**config.mk**
```make
export PLATFORM = sky130hd
export DESIGN_NAME = ctrl_fsm_rv32_flat
export DESIGN_NICKNAME = d
export VERILOG_FILES = /design/src/rtl/ctrl_fsm_rv32_if.sv /design/src/rtl/ctrl_fsm_rv32.sv /design/src/flat_wrapper.sv
export SDC_FILE = /design/constraint.sdc
export NUM_CORES = 1
export LEC_CHECK = 0
export ABC_AREA = 1
export BUFFER_PORTS_ARGS = -buffer_cell sky130_fd_sc_hd__buf_2
export CAP_MARGIN = 10
export CORE_ASPECT_RATIO = 1.1
export CORE_MARGIN = 8
export CORE_UTILIZATION = 45
export CTS_CLUSTER_SIZE = 10
export DETAILED_ROUTE_END_ITERATION = 8
export PLACE_DENSITY = 0.78
export RECOVER_POWER = 50
export SYNTH_ARGS = -nofsm -noshare
export SYNTH_HDL_FRONTEND = slang
export SYNTH_SLANG_ARGS = --single-unit
```
**constraint.sdc**
```tcl
create_clock -name clk -period 3 [get_ports clk]
set_input_delay 0.15 -clock clk [delete_from_list [all_inputs] [get_ports clk]]
set_output_delay 0.15 -clock clk [all_outputs]
set_load 0.01 [all_outputs]
```
**src/rtl/ctrl_fsm_rv32_if.sv**
```systemverilog
// Handshake bundle between the RV32 control FSM and its fetch/memory/muldiv environment.
interface ctrl_fsm_rv32_if #(
  parameter int CNT_W = 32
);
  logic [31:0]      instr;
  logic             imem_ready;
  logic             dmem_ready;
  logic             md_done;
  logic             cu_imem_req;
  logic             cu_dmem_req;
  logic             cu_dmem_we;
  logic             cu_irwrite;
  logic             cu_pcwrite;
  logic             cu_rdwrite;
  logic             cu_md_start;
  logic [2:0]       cu_immtype;
  logic [1:0]       cu_rdtype;
  logic             cu_md_sel;
  logic [2:0]       cu_state;
  logic [1:0]       cu_trap;
  logic [CNT_W-1:0] cu_instret;

  modport master (
    output instr, imem_ready, dmem_ready, md_done,
    input  cu_imem_req, cu_dmem_req, cu_dmem_we, cu_irwrite, cu_pcwrite,
           cu_rdwrite, cu_md_start, cu_immtype, cu_rdtype, cu_md_sel,
           cu_state, cu_trap, cu_instret
  );

  modport slave (
    input  instr, imem_ready, dmem_ready, md_done,
    output cu_imem_req, cu_dmem_req, cu_dmem_we, cu_irwrite, cu_pcwrite,
           cu_rdwrite, cu_md_start, cu_immtype, cu_rdtype, cu_md_sel,
           cu_state, cu_trap, cu_instret
  );
endinterface

```
**src/rtl/ctrl_fsm_rv32.sv**
```systemverilog
// Multi-cycle RV32I(M) control unit: fetch/decode/execute/memory/writeback sequencing
// with memory-timeout and illegal-instruction traps and a retired-instruction counter.
module ctrl_fsm_rv32 #(
  parameter int ENABLE_M = 0,
  parameter int CNT_W    = 32,
  parameter int MEM_TO   = 15
) (
  input logic            clk,
  input logic            rst,
  ctrl_fsm_rv32_if.slave bus
);
  typedef enum logic [2:0] {
    S_FETCH = 3'd0, S_DECODE = 3'd1, S_EXEC = 3'd2, S_MEM = 3'd3,
    S_WB = 3'd4, S_MULDIV = 3'd5, S_HALT = 3'd6
  } state_t;

  typedef enum logic [2:0] {
    CLS_ALU, CLS_LOAD, CLS_STORE, CLS_BRANCH, CLS_JUMP, CLS_MD
  } cls_t;

  localparam logic [2:0] IMM_I = 3'b000, IMM_S = 3'b001, IMM_B = 3'b010,
                         IMM_U = 3'b011, IMM_J = 3'b100;
  localparam logic [1:0] RD_ALU = 2'b00, RD_MEM = 2'b01, RD_PC4 = 2'b10, RD_IMM = 2'b11;
  localparam logic [1:0] TRAP_NONE = 2'b00, TRAP_ILL = 2'b01, TRAP_BUS = 2'b10;

  // The wait counter holds 0..MEM_TO-1; the MEM_TO-th idle cycle is the fault point.
  localparam int WAIT_W = (MEM_TO > 1) ? $clog2(MEM_TO) : 1;
  localparam logic [WAIT_W-1:0] WAIT_LAST = WAIT_W'(MEM_TO - 1);

  state_t           r_state;
  cls_t             r_cls;
  logic [31:0]      r_ir;
  logic [WAIT_W-1:0] r_wait;
  logic             r_imem_req, r_dmem_req, r_dmem_we;
  logic             r_irwrite, r_pcwrite, r_rdwrite, r_md_start;
  logic [2:0]       r_immtype;
  logic [1:0]       r_rdtype;
  logic             r_md_sel;
  logic [1:0]       r_trap;
  logic [CNT_W-1:0] r_instret;

  logic [6:0] w_op;
  logic [2:0] w_f3;
  logic [6:0] w_f7;
  logic       w_illegal;
  logic [2:0] w_immtype;
  logic [1:0] w_rdtype;
  logic       w_md_sel;
  cls_t       w_cls;

  assign w_op = r_ir[6:0];
  assign w_f3 = r_ir[14:12];
  assign w_f7 = r_ir[31:25];

  always_comb begin
    w_illegal = 1'b0;
    w_immtype = IMM_I;
    w_rdtype  = RD_ALU;
    w_md_sel  = 1'b0;
    w_cls     = CLS_ALU;
    case (w_op)
      7'h33: if (w_f7 == 7'h01) begin
        w_cls     = CLS_MD;
        w_rdtype  = RD_IMM;
        w_md_sel  = 1'b1;
        w_illegal = (ENABLE_M == 0);
      end
      7'h13: w_cls = CLS_ALU;
      7'h03: begin
        w_cls     = CLS_LOAD;
        w_rdtype  = RD_MEM;
        w_illegal = (w_f3 == 3'd3) || (w_f3 == 3'd6) || (w_f3 == 3'd7);
      end
      7'h23: begin
        w_cls     = CLS_STORE;
        w_immtype = IMM_S;
        w_illegal = (w_f3 > 3'd2);
      end
      7'h63: begin
        w_cls     = CLS_BRANCH;
        w_immtype = IMM_B;
        w_illegal = (w_f3 == 3'd2) || (w_f3 == 3'd3);
      end
      7'h6F: begin
        w_cls     = CLS_JUMP;
        w_immtype = IMM_J;
        w_rdtype  = RD_PC4;
      end
      7'h67: begin
        w_cls    = CLS_JUMP;
        w_rdtype = RD_PC4;
      end
      7'h37: begin
        w_immtype = IMM_U;
        w_rdtype  = RD_IMM;
      end
      7'h17: w_immtype = IMM_U;
      default: w_illegal = 1'b1;
    endcase
  end

  always_ff @(posedge clk) begin
    if (r_state == S_FETCH && r_imem_req && bus.imem_ready) r_ir <= bus.instr;
  end

  always_ff @(posedge clk) begin
    if (rst) begin
      r_state    <= S_FETCH;
      r_cls      <= CLS_ALU;
      r_wait     <= '0;
      r_imem_req <= 1'b0;
      r_dmem_req <= 1'b0;
      r_dmem_we  <= 1'b0;
      r_irwrite  <= 1'b0;
      r_pcwrite  <= 1'b0;
      r_rdwrite  <= 1'b0;
      r_md_start <= 1'b0;
      r_immtype  <= IMM_I;
      r_rdtype   <= RD_ALU;
      r_md_sel   <= 1'b0;
      r_trap     <= TRAP_NONE;
      r_instret  <= '0;
    end else begin
      r_irwrite  <= 1'b0;
      r_pcwrite  <= 1'b0;
      r_rdwrite  <= 1'b0;
      r_md_start <= 1'b0;
      r_wait     <= '0;
      if (r_pcwrite) r_instret <= r_instret + CNT_W'(1);
      case (r_state)
        S_FETCH: begin
          // The first cycle after reset only raises the request; ready is honoured once it is up.
          r_imem_req <= 1'b1;
          if (r_imem_req) begin
            if (bus.imem_ready) begin
              r_imem_req <= 1'b0;
              r_irwrite  <= 1'b1;
              r_state    <= S_DECODE;
            end else if (r_wait == WAIT_LAST) begin
              r_imem_req <= 1'b0;
              r_trap     <= TRAP_BUS;
              r_state    <= S_HALT;
            end else begin
              r_wait <= r_wait + WAIT_W'(1);
            end
          end
        end
        S_DECODE: begin
          if (w_illegal) begin
            r_trap  <= TRAP_ILL;
            r_state <= S_HALT;
          end else begin
            r_immtype <= w_immtype;
            r_rdtype  <= w_rdtype;
            r_md_sel  <= w_md_sel;
            r_cls     <= w_cls;
            r_state   <= S_EXEC;
          end
        end
        S_EXEC: begin
          case (r_cls)
            CLS_LOAD, CLS_STORE: begin
              r_dmem_req <= 1'b1;
              r_dmem_we  <= (r_cls == CLS_STORE);
              r_state    <= S_MEM;
            end
            CLS_MD: begin
              r_md_start <= 1'b1;
              r_state    <= S_MULDIV;
            end
            CLS_BRANCH: begin
              r_pcwrite  <= 1'b1;
              r_imem_req <= 1'b1;
              r_state    <= S_FETCH;
            end
            default: begin
              r_rdwrite <= 1'b1;
              r_pcwrite <= 1'b1;
              r_state   <= S_WB;
            end
          endcase
        end
        S_MEM: begin
          // Ready wins over a timeout landing in the same cycle.
          if (bus.dmem_ready) begin
            r_dmem_req <= 1'b0;
            r_dmem_we  <= 1'b0;
            r_pcwrite  <= 1'b1;
            if (r_cls == CLS_STORE) begin
              r_imem_req <= 1'b1;
              r_state    <= S_FETCH;
            end else begin
              r_rdwrite <= 1'b1;
              r_state   <= S_WB;
            end
          end else if (r_wait == WAIT_LAST) begin
            r_dmem_req <= 1'b0;
            r_dmem_we  <= 1'b0;
            r_trap     <= TRAP_BUS;
            r_state    <= S_HALT;
          end else begin
            r_wait <= r_wait + WAIT_W'(1);
          end
        end
        S_MULDIV: begin
          if (bus.md_done) begin
            r_rdwrite <= 1'b1;
            r_pcwrite <= 1'b1;
            r_state   <= S_WB;
          end
        end
        S_WB: begin
          r_imem_req <= 1'b1;
          r_state    <= S_FETCH;
        end
        S_HALT: begin
          r_imem_req <= 1'b0;
          r_dmem_req <= 1'b0;
          r_dmem_we  <= 1'b0;
        end
        default: begin
          r_imem_req <= 1'b0;
          r_dmem_req <= 1'b0;
          r_dmem_we  <= 1'b0;
          r_state    <= S_FETCH;
        end
      endcase
    end
  end

  assign bus.cu_imem_req = r_imem_req;
  assign bus.cu_dmem_req = r_dmem_req;
  assign bus.cu_dmem_we  = r_dmem_we;
  assign bus.cu_irwrite  = r_irwrite;
  assign bus.cu_pcwrite  = r_pcwrite;
  assign bus.cu_rdwrite  = r_rdwrite;
  assign bus.cu_md_start = r_md_start;
  assign bus.cu_immtype  = r_immtype;
  assign bus.cu_rdtype   = r_rdtype;
  assign bus.cu_md_sel   = r_md_sel;
  assign bus.cu_state    = r_state;
  assign bus.cu_trap     = r_trap;
  assign bus.cu_instret  = r_instret;
endmodule

```
**src/flat_wrapper.sv**
```systemverilog
// flat-port wrapper written by rule: the top's interface ports become plain ports
module ctrl_fsm_rv32_flat 
#(
  parameter int ENABLE_M = 0,
  parameter int CNT_W    = 32,
  parameter int MEM_TO   = 15
)
  (clk, rst, bus_instr, bus_imem_ready, bus_dmem_ready, bus_md_done, bus_cu_imem_req, bus_cu_dmem_req, bus_cu_dmem_we, bus_cu_irwrite, bus_cu_pcwrite, bus_cu_rdwrite, bus_cu_md_start, bus_cu_immtype, bus_cu_rdtype, bus_cu_md_sel, bus_cu_state, bus_cu_trap, bus_cu_instret);
  ctrl_fsm_rv32_if #(.CNT_W(CNT_W)) bus_i ();
  input logic clk;
  input logic rst;
  input wire logic [$bits(bus_i.instr)-1:0] bus_instr;
  input wire logic [$bits(bus_i.imem_ready)-1:0] bus_imem_ready;
  input wire logic [$bits(bus_i.dmem_ready)-1:0] bus_dmem_ready;
  input wire logic [$bits(bus_i.md_done)-1:0] bus_md_done;
  output wire logic [$bits(bus_i.cu_imem_req)-1:0] bus_cu_imem_req;
  output wire logic [$bits(bus_i.cu_dmem_req)-1:0] bus_cu_dmem_req;
  output wire logic [$bits(bus_i.cu_dmem_we)-1:0] bus_cu_dmem_we;
  output wire logic [$bits(bus_i.cu_irwrite)-1:0] bus_cu_irwrite;
  output wire logic [$bits(bus_i.cu_pcwrite)-1:0] bus_cu_pcwrite;
  output wire logic [$bits(bus_i.cu_rdwrite)-1:0] bus_cu_rdwrite;
  output wire logic [$bits(bus_i.cu_md_start)-1:0] bus_cu_md_start;
  output wire logic [$bits(bus_i.cu_immtype)-1:0] bus_cu_immtype;
  output wire logic [$bits(bus_i.cu_rdtype)-1:0] bus_cu_rdtype;
  output wire logic [$bits(bus_i.cu_md_sel)-1:0] bus_cu_md_sel;
  output wire logic [$bits(bus_i.cu_state)-1:0] bus_cu_state;
  output wire logic [$bits(bus_i.cu_trap)-1:0] bus_cu_trap;
  output wire logic [$bits(bus_i.cu_instret)-1:0] bus_cu_instret;
  assign bus_i.instr = bus_instr;
  assign bus_i.imem_ready = bus_imem_ready;
  assign bus_i.dmem_ready = bus_dmem_ready;
  assign bus_i.md_done = bus_md_done;
  assign bus_cu_imem_req = bus_i.cu_imem_req;
  assign bus_cu_dmem_req = bus_i.cu_dmem_req;
  assign bus_cu_dmem_we = bus_i.cu_dmem_we;
  assign bus_cu_irwrite = bus_i.cu_irwrite;
  assign bus_cu_pcwrite = bus_i.cu_pcwrite;
  assign bus_cu_rdwrite = bus_i.cu_rdwrite;
  assign bus_cu_md_start = bus_i.cu_md_start;
  assign bus_cu_immtype = bus_i.cu_immtype;
  assign bus_cu_rdtype = bus_i.cu_rdtype;
  assign bus_cu_md_sel = bus_i.cu_md_sel;
  assign bus_cu_state = bus_i.cu_state;
  assign bus_cu_trap = bus_i.cu_trap;
  assign bus_cu_instret = bus_i.cu_instret;
  ctrl_fsm_rv32 #(.ENABLE_M(ENABLE_M), .CNT_W(CNT_W), .MEM_TO(MEM_TO)) u_core (.clk(clk), .rst(rst), .bus(bus_i));
endmodule
```
==> flow_summary.yaml <==
clocking:
  clock-sinks: 74
  cts-buffers-inserted: 9
  clk_pin_slew_ns: 0.08
  post-cts-setup-buffers: 0
  htreeDepth: 3
  clk_latency_ns: 0.35
  clock_path_buffers: 2
  cts_tree: "yes"
  root_buffer: "clkbuf_8"
outcome:
  outcome: "finished clean"
drt:
  top_layer_used: "met4"
  met2_length_mm: 4.72
  drcViolationCount: 0
  dr_total_vias: 3583
  wl_met3_um: 608
  wl_per_cell_um: 12.6
  wl_met1_mm: 3.53
  drt_first_pass_iters: 6
  routed_wl_mm: 9.03
  drt_iter0_drc: 116
  drtAntennaViolNets: 0
  viasPerCell: 5.00
worst_hold_path:
  hp-class: "primary input to flop"
global_route:
  first_global_vias: 3407
  track_usage_pct: 16.0
  grt_pass1_wl_mm: 15.0
  grt-ovfl-total: 0
  grt_antenna_before_repair: 0
  grt_start_max_net_pins: 28
die:
  fp.dieH_um: 111
  dieArea_um2: 11400
  fp.dieW_um: 103
  core_region_area_um2: 7960
  num_io_pins: 87
  initial_core_util_pct: 46.6
  fp-row-count: 34
cells_and_area:
  drive_gt1_share_pct: 10.5
  mostFrequentLayoutCells: "113 x nand2_1, 73 x inv_1, 67 x nor2_1"
  insertedDiodeCount: 0
  final_cell_area_um2: 4510
  layout_commonest_cell: "nand2_1"
  nFillCells: 769
  syn_to_final_growth_pct: 21.5
  fin_nets: 643
setup_path:
  timing.critical_path.fanout_max: 27
  setup.worst_path.end_class: "flop"
  start_kind: "primary input"
  path_class: "primary input to flop"
  cp.required_ns: 3.24
  crit_arrival_ns: 2.25
yosys:
  ys_async_sr_fraction_pct: 0
  synth_cells: 509
  ys_warn_count: 0
  synth_seq_cells: 74
  syn_avg_cell_area_um2: 7.29
  ys_seq_area_share_pct: 44.5
  synth_nets: 549
  synth_area_um2: 3710
  synth_edf_count: 17
  synth_cell_types: 37
  synth-main-ff-cell: "dfxtp_1"
timing:
  rsz0062_at_grt: "false"
  maxSlewHeadroom_pct: 14.7
  fin_crit_sh_pct: 67.0
  fmax_mhz: 497
  slew_viol_final: 0
  final.setup.tns_ns: 0
  worst_pin_slew_ns: 1.28
  hold_viol: 0
  setup_viol: 0
  fin_hold_ws_ns: 0.0869
  period_minus_slack_ns: 2.01
  fin_skew_ns: 0.00751
place:
  port_buffers: 71
  hpwl_mm: 6.65
  dpl-instance-area_um2: 4180
  place.gp.congestion: 0.879
flow_run:
  maxCapViolCount: 0
power_and_ir_drop:
  pwr_density_cell_nw_per_um2: 471
  p_leak_nw: 1.80
  ir_worst_vdd_uv: 314
cell type report:
class                   count  area [um^2]  share of cell area (%)
clock buffers               9          124                    2.75
clock inverters             7         93.8                    2.08
inverters                  78          293                    6.50
multi-input cells         350         1730                    38.4
flip-flops and latches     74         1650                    36.7
well taps                 108          135                    3.00
repair buffers             90          478                    10.6
sequential cells by signal, summed over array words and instances (netlist names):
register / cells
u_core.bus.cu_dmem_we: 1
u_core.bus.cu_rdwrite: 1
u_core.bus.cu_trap: 2
u_core.r_cls: 3
u_core.bus.cu_md_sel: 1
u_core.bus.cu_md_start: 1
u_core.bus.cu_irwrite: 1
u_core.r_ir: 17
u_core.bus.cu_rdtype: 2
u_core.bus.cu_dmem_req: 1
u_core.bus.cu_state: 3
u_core.bus.cu_pcwrite: 1
u_core.r_wait: 4
u_core.bus.cu_imem_req: 1
u_core.bus.cu_immtype: 3
u_core.bus.cu_instret: 32
synth_stat cells, drive strengths merged (2+ instances only):
master  instances  area, um^2
a31oi           3        18.8
nand3          33         188
edfxtp         17         510
buf             3        20.0
nor3           15        97.6
ha              3        37.5
a211oi          2        15.0
o21ai          26         134
nor4            2        12.5
o21a            4        30.0
nand2         117         454
dfxtp          57        1140
a21oi          45         229
nor2           76         343
xnor2           4        35.0
nand4          12        75.1
inv            77         289
xor2            2        17.5
nand3b          2        15.0
clkbuf          4        15.0
timing repair:
item | 4_1_cts | 5_1_grt
endpoints found under the setup margin | 0 | 0
hold endpoints to repair | 17 | 0
hold buffers | 17 | 0
gates resized for setup | 0 | 0
cells by family after synthesis:
kind of cell	after synthesis	share of synthesized area, %
AO/OA/AOI/OAI	82	11.9
flip-flops	74	44.5
AND/OR/NAND/NOR	259	32.3
buffers and inverters	85	8.84
adder cells (fa/ha/maj)	3	1.01
XOR/XNOR	6	1.42
where the power goes:
group | switching [mW] | internal [mW]
logic | 0.119 | 0.0709
clock network | 0.384 | 0.466
registers | 0.0227 | 1.06
worst max-delay path: stages:
cell and delay (ns):
clkbuf_1 0.91, clkinv_1 0.64, buf_4 0.38, o21ai_0 0.10, a21oi_1 0.06
per-stage QoR:
stage          cells  setup WS [ns]  util (%)  power (mW)
2_1_floorplan    509           1.07         -        1.22
3_3_place_gp     683           1.20      52.5        1.27
3_5_place_dp     683           1.17      52.5        1.28
4_1_cts          716           1.14      57.4        2.14
5_1_grt          716          0.788      56.6        2.21
6_report         716          0.990      56.6        2.12
per-layer routing:
layer	track usage, %	vias up
met1	16.3	1634
met5	0	-
met2	29.7	91
met3	4.33	19
li1	-	1839
met4	6.08	0
worst paths after layout:
kind,startpoint,slack (ns),endpoint,cells after the start
setup / recovery,rst,0.99,u_core.bus.cu_instret[11],5
hold / removal,bus_md_done,0.09,u_core.bus.cu_state[0],4
setup reg to reg,u_core.bus.cu_pcwrite,1.14,u_core.bus.cu_instret[25],9
hold reg to reg,u_core.bus.cu_rdtype[0],0.45,u_core.bus.cu_rdtype[0],2
(Power assumes the default switching activity.)
